--- config.mk ---
export PLATFORM = sky130hd
export DESIGN_NAME = bit_timer
export DESIGN_NICKNAME = d
export VERILOG_FILES = /design/src/rtl/bit_timer.sv
export SDC_FILE = /design/constraint.sdc
export NUM_CORES = 1
export LEC_CHECK = 0
export CAP_MARGIN = 20
export CORE_MARGIN = 4
export CORE_UTILIZATION = 40
export CTS_BUF_LIST = sky130_fd_sc_hd__clkbuf_4 sky130_fd_sc_hd__clkbuf_8
export CTS_CLUSTER_SIZE = 30
export DETAILED_ROUTE_END_ITERATION = 6
export PLACE_DENSITY = 0.65
export SYNTH_ARGS = -nofsm -noshare
export SYNTH_HDL_FRONTEND = slang
export SYNTH_SLANG_ARGS = --single-unit
--- constraint.sdc ---
create_clock -name clk -period 1.6 [get_ports clk]
set_clock_uncertainty 0.1 [all_clocks]
set_input_delay 0.24 -clock clk [delete_from_list [all_inputs] [get_ports clk]]
set_output_delay 0.24 -clock clk [all_outputs]
set_load 0.05 [all_outputs]
--- src/rtl/bit_timer.sv ---
// Bit-period timer for the serial receive path: mid-bit shift strobes for
// NUM_BITS bits per packet, then a one-cycle packet_done.
module bit_timer #(
  parameter int unsigned NUM_BITS = 9
) (
  input  logic       clk,
  input  logic       n_rst,
  input  logic       enable_timer,
  input  logic [7:0] bit_period,
  output logic       shift_strobe,
  output logic       packet_done,
  output logic       busy,
  output logic [3:0] bit_index
);

  typedef enum logic [1:0] {IDLE, COUNT, DONE} state_t;

  localparam logic [3:0] LAST_BIT = 4'(NUM_BITS - 1);

  state_t     r_state,   w_state_nxt;
  logic [7:0] r_clk_cnt, w_clk_cnt_nxt;
  logic [3:0] r_bit_cnt, w_bit_cnt_nxt;
  logic [7:0] r_per_q,   w_per_nxt;

  always_ff @(posedge clk or negedge n_rst) begin
    if (!n_rst) begin
      r_state   <= IDLE;
      r_clk_cnt <= '0;
      r_bit_cnt <= '0;
      r_per_q   <= 8'd2;
    end else begin
      r_state   <= w_state_nxt;
      r_clk_cnt <= w_clk_cnt_nxt;
      r_bit_cnt <= w_bit_cnt_nxt;
      r_per_q   <= w_per_nxt;
    end
  end

  always_comb begin
    w_state_nxt   = r_state;
    w_clk_cnt_nxt = r_clk_cnt;
    w_bit_cnt_nxt = r_bit_cnt;
    w_per_nxt     = r_per_q;
    case (r_state)
      IDLE: begin
        if (enable_timer) begin
          w_state_nxt   = COUNT;
          // Periods below 2 would leave no distinct mid-point, so clamp to 2.
          w_per_nxt     = (bit_period < 8'd2) ? 8'd2 : bit_period;
          w_clk_cnt_nxt = 8'd1;
          w_bit_cnt_nxt = '0;
        end
      end
      COUNT: begin
        if (!enable_timer) begin
          w_state_nxt   = IDLE;
          w_clk_cnt_nxt = '0;
          w_bit_cnt_nxt = '0;
        end else if (r_clk_cnt == r_per_q) begin
          w_clk_cnt_nxt = 8'd1;
          if (r_bit_cnt == LAST_BIT) begin
            w_state_nxt = DONE;
          end else begin
            w_bit_cnt_nxt = r_bit_cnt + 4'd1;
          end
        end else begin
          w_clk_cnt_nxt = r_clk_cnt + 8'd1;
        end
      end
      DONE: begin
        w_state_nxt = IDLE;
      end
      default: begin
        w_state_nxt = IDLE;
      end
    endcase
  end

  assign shift_strobe = (r_state == COUNT) && (r_clk_cnt == (r_per_q >> 1));
  assign packet_done  = (r_state == DONE);
  assign busy         = (r_state != IDLE);
  assign bit_index    = r_bit_cnt;

endmodule

==> results.txt, run 1 <==
status = finished with violations
violated checks = setup timing
relative slew slack = 72.5%
hold crit path type = primary input to async pin
Final Cell Area = 2160 sq um
ANT nets after route = 0
Area Overhead vs Synth = 64.9%
part of the power in registers = 42.9%
Top delay family on crit path = simple AND/OR/NAND/NOR gates
Worst Path Buf+Inv = 1
PD cells = 707 nW/um^2
Post-Syn Nets = 141
critical path type = register to output port
met1 Track Usage GR = 20.3%
crit path capture type = output port
clock tree sinks = 22
Pint = 0.00109 W
Worst Setup Start Kind = register
DP HPWL = 2410 um
asr flop ratio synth = 100%
number of synthesized flops with an enable pin = 0
all-layer global routing usage = 16.9%
Post-Synthesis Cells = 127
unrepaired setup endpoints after global routing = true
CTS HTree Levels = 1
Rows = 20
post-synth top area share = 40.1%
maximum vdd drop = 0.587 mV
Antenna Cells = 0
syn avg cell area = 10.3 sq um
hold buffer count at cts = 0
Crit Path Max Fanout = 2
GRT Max-Usage Layer = met2
switching power = 0.000441 W
largest net degree at the start of global routing = 23
Initial Util = 42.3%
Sw Share = 28.9%
Final period util = 134%
Tmin final = 2150 ps
placed inst area = 1790 sq um
1st-iter DRT viols = 83
Clk pwr share = 28.8%
CP cell instances = xor2_1 > or4_4 > nor4_4 > buf_12
hold slack final = 150 ps
routed vias/inst = 5.15
Setup Viol. Count Final = 14
placed cell count = 211
CP Data Arrival Time = 1810 ps
setup TNS = -2180 ps
share of layout cells above drive strength 1 = 53.9%
Max-cap violations = 0
GP Congestion = 0.848
TritonCTS Buffers = 3
DR WL/cell = 15.8 um
Bufs on Longest Clock Path = 2
initial antenna violation count = 0
Die W = 65.3 um
Finished Layout Cells = 224
first-pass GRT wire length = 5580 um
clk_lat worst skew = 320 ps
die area = 4260 sq um
Main synth FF type = dfrtp_1
Synth area leader = dfrtp_1
clock-pin slew on the worst setup and hold paths = 140 ps
vias in the first global route = 1210
via count = 1153
final wirelength = 3540 um
Unique masters post-synth = 44
sequential share of the synthesized area = 42.1%
register bit total from synthesis = 22
met3 Use GR = 2.56%
leak pwr = 0.881 nW
Mapped Area = 1310 sq um
CP max stage delay = 570 ps
Worst-Margin Slew = 413 ps
Req. time, crit path = 1260 ps
CTS root buf = clkbuf_4
CP max-delay cell = dfstp_2
Ys Warns = 0
Die Y = 65.3 um
met2 Use GR = 30.2%
Core Region = 3100 sq um
grt ovf = 0
largest cells by area after synthesis = dfrtp_1 40%, xnor2_1 8.7%, mux2_2 5.2%
Hold Fails Final Rpt = 0
Layout Nets = 195
Final Max Slew Viols = 0
f_max = 0.466 GHz
pre-CTS setup slack = -367 ps
Logic pwr share = 28.3%
Initial DRT Pass Iterations = 4
Buffers on Ports = 17
Ports = 18
Residual DRC = 0
PnR worst setup slack = -546 ps
CTS tree = built
cell families after synthesis:
kind of cell,synth area share (%)
compound gates,12.7
flops,42.1
fa+ha+maj,2.86
buf+inv,4.67
mux,5.15
xor+xnor,14.5
simple gates,18.0
per-stage QoR:
stage                     util (%)  power [W]
after floorplan                  -   0.000825
after global placement        57.8   0.000954
after detailed placement      57.8   0.000967
after CTS                     65.7    0.00149
after global routing          69.7    0.00160
final                         69.7    0.00153
power groups by stage:
stage / clock, W / combinational, W / sequential, W
detailed placement: 0 / 0.000311 / 0.000656
floorplan: 0 / 0.000178 / 0.000648
finish: 0.000440 / 0.000433 / 0.000656
CTS: 0.000450 / 0.000388 / 0.000651
global route: 0.000474 / 0.000465 / 0.000663
global placement: 0 / 0.000300 / 0.000654
cells in the mapped netlist (all sizes together), types with 2 or more instances:
cell and number:
xor2 5, or4 4, dfrtp 21, nand4 4, nor2 4, buf 3, nand3 4, nand2 7
and3 2, clkbuf 2, o21ai 7, mux2 6, xnor2 15, nand2b 3, inv 8, nor3 2
o2bb2ai 2, a21oi 5, ha 3, nor4 3
cell type report:
class,count,area (sq um)
clock buffers,3,22.5
clock inverters,1,30.0
repair buffers,53,539
multi-input cells,93,926
well taps,44,55.1
inverters,8,30.0
flip-flops and latches,22,559
fillers,236,941
sequential cells by signal, summed over array words and instances (netlist names):
register / cells
r_state: 2
bit_index: 4
r_clk_cnt: 8
r_per_q: 8
final timing paths:
path / slack, ps / cells after the start / startpoint / to
max in group asynchronous: 970 / 2 / n_rst / r_per_q[1]
max reg2reg: -170 / 7 / r_per_q[1] / r_clk_cnt[5]
min reg2reg: 490 / 2 / r_per_q[0] / r_per_q[0]
min in group clk: 360 / 3 / bit_period[0] / r_per_q[0]
min: 150 / 2 / n_rst / bit_index[3]
max: -550 / 4 / r_per_q[1] / shift_strobe
routing by layer:
layer	vias to the layer above	part of all wire, %
li1	562	-
met1	570	41
met2	17	55
met3	4	2.3
met4	0	1.2
met5	-	0
repair_timing:
action,CTS,global route
pin swaps,12,14
buffers inserted,5,4
resized for setup,32,21
endpoints found under the setup margin,17,17
cloned,0,1
cell usage in the layout (no fill, tap or decap), types with 2 or more instances in the layout:
cell type	synthesis	final
ha_1	3	3
nor2_1	3	2
a21oi_2	0	5
inv_1	8	7
nand4_1	2	2
xor2_1	5	5
nor4_4	0	2
xnor2_2	2	4
o2bb2ai_2	0	2
nand4_4	1	2
nand3_1	4	3
o21ai_0	6	3
mux2_2	6	6
o21ai_1	1	2
xnor2_4	0	2
clkbuf_4	0	3
buf_12	0	6
dfrtp_1	21	15
or4_4	0	2
xnor2_1	13	9
nand2_1	7	7
or4_1	4	2
buf_4	3	26
clkdlybuf4s50_1	0	10
dfrtp_2	0	6
nand2b_1	3	3
buf_6	0	11
(Power assumes the default switching activity.)
==> run 2: changes to the inputs <==
--- a/config.mk
+++ b/config.mk
@@ -15,3 +15,4 @@
 export SYNTH_ARGS = -nofsm -noshare
 export SYNTH_HDL_FRONTEND = slang
 export SYNTH_SLANG_ARGS = --single-unit
+export TNS_END_PERCENT = 100
==> results of run 2 <==
No change in the layout: final DEF, timing and power equal those of run 1.
==> run 3: changes to the inputs <==
--- a/config.mk
+++ b/config.mk
@@ -11,7 +11,6 @@
 export CTS_BUF_LIST = sky130_fd_sc_hd__clkbuf_4 sky130_fd_sc_hd__clkbuf_8
 export CTS_CLUSTER_SIZE = 30
 export DETAILED_ROUTE_END_ITERATION = 6
-export PLACE_DENSITY = 0.65
 export SYNTH_ARGS = -nofsm -noshare
 export SYNTH_HDL_FRONTEND = slang
 export SYNTH_SLANG_ARGS = --single-unit
==> results.txt, run 3 (synthesis results as in run 1) <==
GP Congestion = 0.822 (was 0.848)
routed vias/inst = 5.17 (was 5.15)
worst r2r path cells = 7 (unchanged)
Crit Path Max Fanout = 2 (unchanged)
GRT Max-Usage Layer = met2 (unchanged)
Setup Viol. Count Final = 16 (was 14)
violated checks = setup timing (unchanged)
crit path capture type = output port (unchanged)
die area = 4260 sq um (unchanged)
grt ovf = 0 (unchanged)
Max-cap violations = 0 (unchanged)
CTS HTree Levels = 1 (unchanged)
met3 Use GR = 3.93% (was 2.56%)
unrepaired setup endpoints after global routing = true (unchanged)
Buffers on Ports = 17 (unchanged)
R2R Path End = r_clk_cnt[0] (was r_clk_cnt[5])
met2 Use GR = 31.6% (was 30.2%)
Layout Nets = 196 (was 195)
first-pass GRT wire length = 5540 um (was 5580 um)
PnR worst setup slack = -491 ps (was -546 ps)
Ports = 18 (unchanged)
maximum vdd drop = 0.403 mV (was 0.587 mV)
clock tree sinks = 22 (unchanged)
worst r2r src = r_per_q[1] (unchanged)
pre-CTS setup slack = -392 ps (was -367 ps)
Final period util = 131% (was 134%)
Initial DRT Pass Iterations = 4 (unchanged)
Reg2Reg Setup Slack = -150 ps (was -170 ps)
part of the power in registers = 47.4% (was 42.9%)
Die Y = 65.3 um (unchanged)
CP Data Arrival Time = 1750 ps (was 1810 ps)
Req. time, crit path = 1260 ps (about the same)
Sw Share = 29.9% (was 28.9%)
Residual DRC = 0 (unchanged)
Logic pwr share = 31.4% (was 28.3%)
Setup crit end = shift_strobe (unchanged)
critical path type = register to output port (unchanged)
switching power = 0.000403 W (was 0.000441 W)
hold slack final = 146 ps (was 150 ps)
met1 Track Usage GR = 19.3% (was 20.3%)
Bufs on Longest Clock Path = 2 (unchanged)
via count = 1163 (was 1153)
Final Max Slew Viols = 0 (unchanged)
all-layer global routing usage = 16.7% (was 16.9%)
setup TNS = -2120 ps (was -2180 ps)
clock-pin slew on the worst setup and hold paths = 130 ps (was 140 ps)
DP HPWL = 2410 um (about the same)
Die W = 65.3 um (unchanged)
most frequent cells in the layout = 31 x buf_4, 18 x dfrtp_1, 12 x xnor2_1 (was 26 x buf_4, 15 x dfrtp_1, 11 x buf_6)
Initial Util = 42.3% (unchanged)
largest net degree at the start of global routing = 23 (unchanged)
status = finished with violations (unchanged)
vias in the first global route = 1204 (was 1210)
CTS tree = built (unchanged)
Core Region = 3100 sq um (unchanged)
Antenna Cells = 0 (unchanged)
CP max-delay cell = dfstp_2 (unchanged)
leak pwr = 0.854 nW (was 0.881 nW)
PD cells = 636 nW/um^2 (was 707 nW/um^2)
1st-iter DRT viols = 47 (was 83)
most common cell after layout, fill and taps aside = buf_4 (unchanged)
hold buffer count at cts = 0 (unchanged)
Tmin final = 2090 ps (was 2150 ps)
Clk pwr share = 21.1% (was 28.8%)
CP cell instances = xor2_1 > or4_4 > nor4_4 > buf_12 (unchanged)
Rows = 20 (unchanged)
hold crit path type = primary input to async pin (unchanged)
Hold Fails Final Rpt = 0 (unchanged)
Worst-Margin Slew = 419 ps (was 413 ps)
relative slew slack = 71.9% (was 72.5%)
TritonCTS Buffers = 3 (unchanged)
Worst Setup Start Kind = register (unchanged)
DR WL/cell = 15.5 um (was 15.8 um)
CP max stage delay = 560 ps (was 570 ps)
Pint = 0.000942 W (was 0.00109 W)
CTS root buf = clkbuf_4 (unchanged)
share of layout cells above drive strength 1 = 51.4% (was 53.9%)
f_max = 0.478 GHz (was 0.466 GHz)
CP Launch Point = r_per_q[1] (unchanged)
final wirelength = 3490 um (was 3540 um)
ANT nets after route = 0 (unchanged)
Area Overhead vs Synth = 61.2% (was 64.9%)
initial antenna violation count = 0 (unchanged)
clk_lat worst skew = 320 ps (about the same)
-- run 3: cell count changes in the layout (fill, tap and decap cells not counted), sizes merged --
cell	previous run	this run
buf	43	45
bufinv	1	0
clkbuf	3	4
nand4	5	4
-- run 3: worst min-delay path by stage --
stage | startpoint | end | slack, ps | cells past startpoint
final | n_rst | bit_index[0] | 150 | 2
after global routing | n_rst | bit_index[0] | 180 | 2
after CTS | n_rst | bit_index[0] | 170 | 2
after detailed placement | r_per_q[0] | r_per_q[0] | 460 | 2
after global placement | r_per_q[0] | r_per_q[0] | 450 | 2
after floorplan | n_rst | bit_index[0] | -160 | 0
-- run 3: power groups by stage --
stage / sequential, W / combinational, W / clock, W
floorplan: 0.000648 / 0.000178 / 0
global placement: 0.000647 / 0.000321 / 0
detailed placement: 0.000650 / 0.000326 / 0
CTS: 0.000638 / 0.000373 / 0.000292
global route: 0.000645 / 0.000454 / 0.000315
finish: 0.000638 / 0.000423 / 0.000284
-- run 3: cell type report --
cell class | instances | area, sq um
repair buffers | 55 | 556
clock buffers | 4 | 30.0
fillers | 246 | 990
multi-input cells | 92 | 887
well taps | 44 | 55.1
inverters | 8 | 30.0
flip-flops and latches | 22 | 556
-- run 3: per-layer routing --
layer,up-vias,wire (um)
li1,562,-
met3,2,157
met2,28,1840
met1,571,1480
met5,-,0
met4,0,10
-- run 3: critical path: cells and delay by family, from the launching register on --
kind,cells,cell delay [ps]
buffers and inverters,1,180
xor gates and xnor gates,1,60
DFF,1,560
and+or+nand+nor,2,650
-- run 3: what timing repair did --
item / 4_1_cts / 5_1_grt
resized for setup: 22 / 21
pin swaps: 7 / 10
setup buffers: 3 / 7
setup endpoints to repair: 19 / 19
-- run 3: stage by stage --
stage / instances / total power [W] / utilization (%) / cell area [sq um]
2_1_floorplan: 127 / 0.000825 / - / 1330
3_3_place_gp: 211 / 0.000968 / 57.8 / 1790
3_5_place_dp: 211 / 0.000975 / 57.8 / 1790
4_1_cts: 218 / 0.00130 / 62.7 / 1940
5_1_grt: 225 / 0.00141 / 68.1 / 2110
6_report: 225 / 0.00134 / 68.1 / 2110
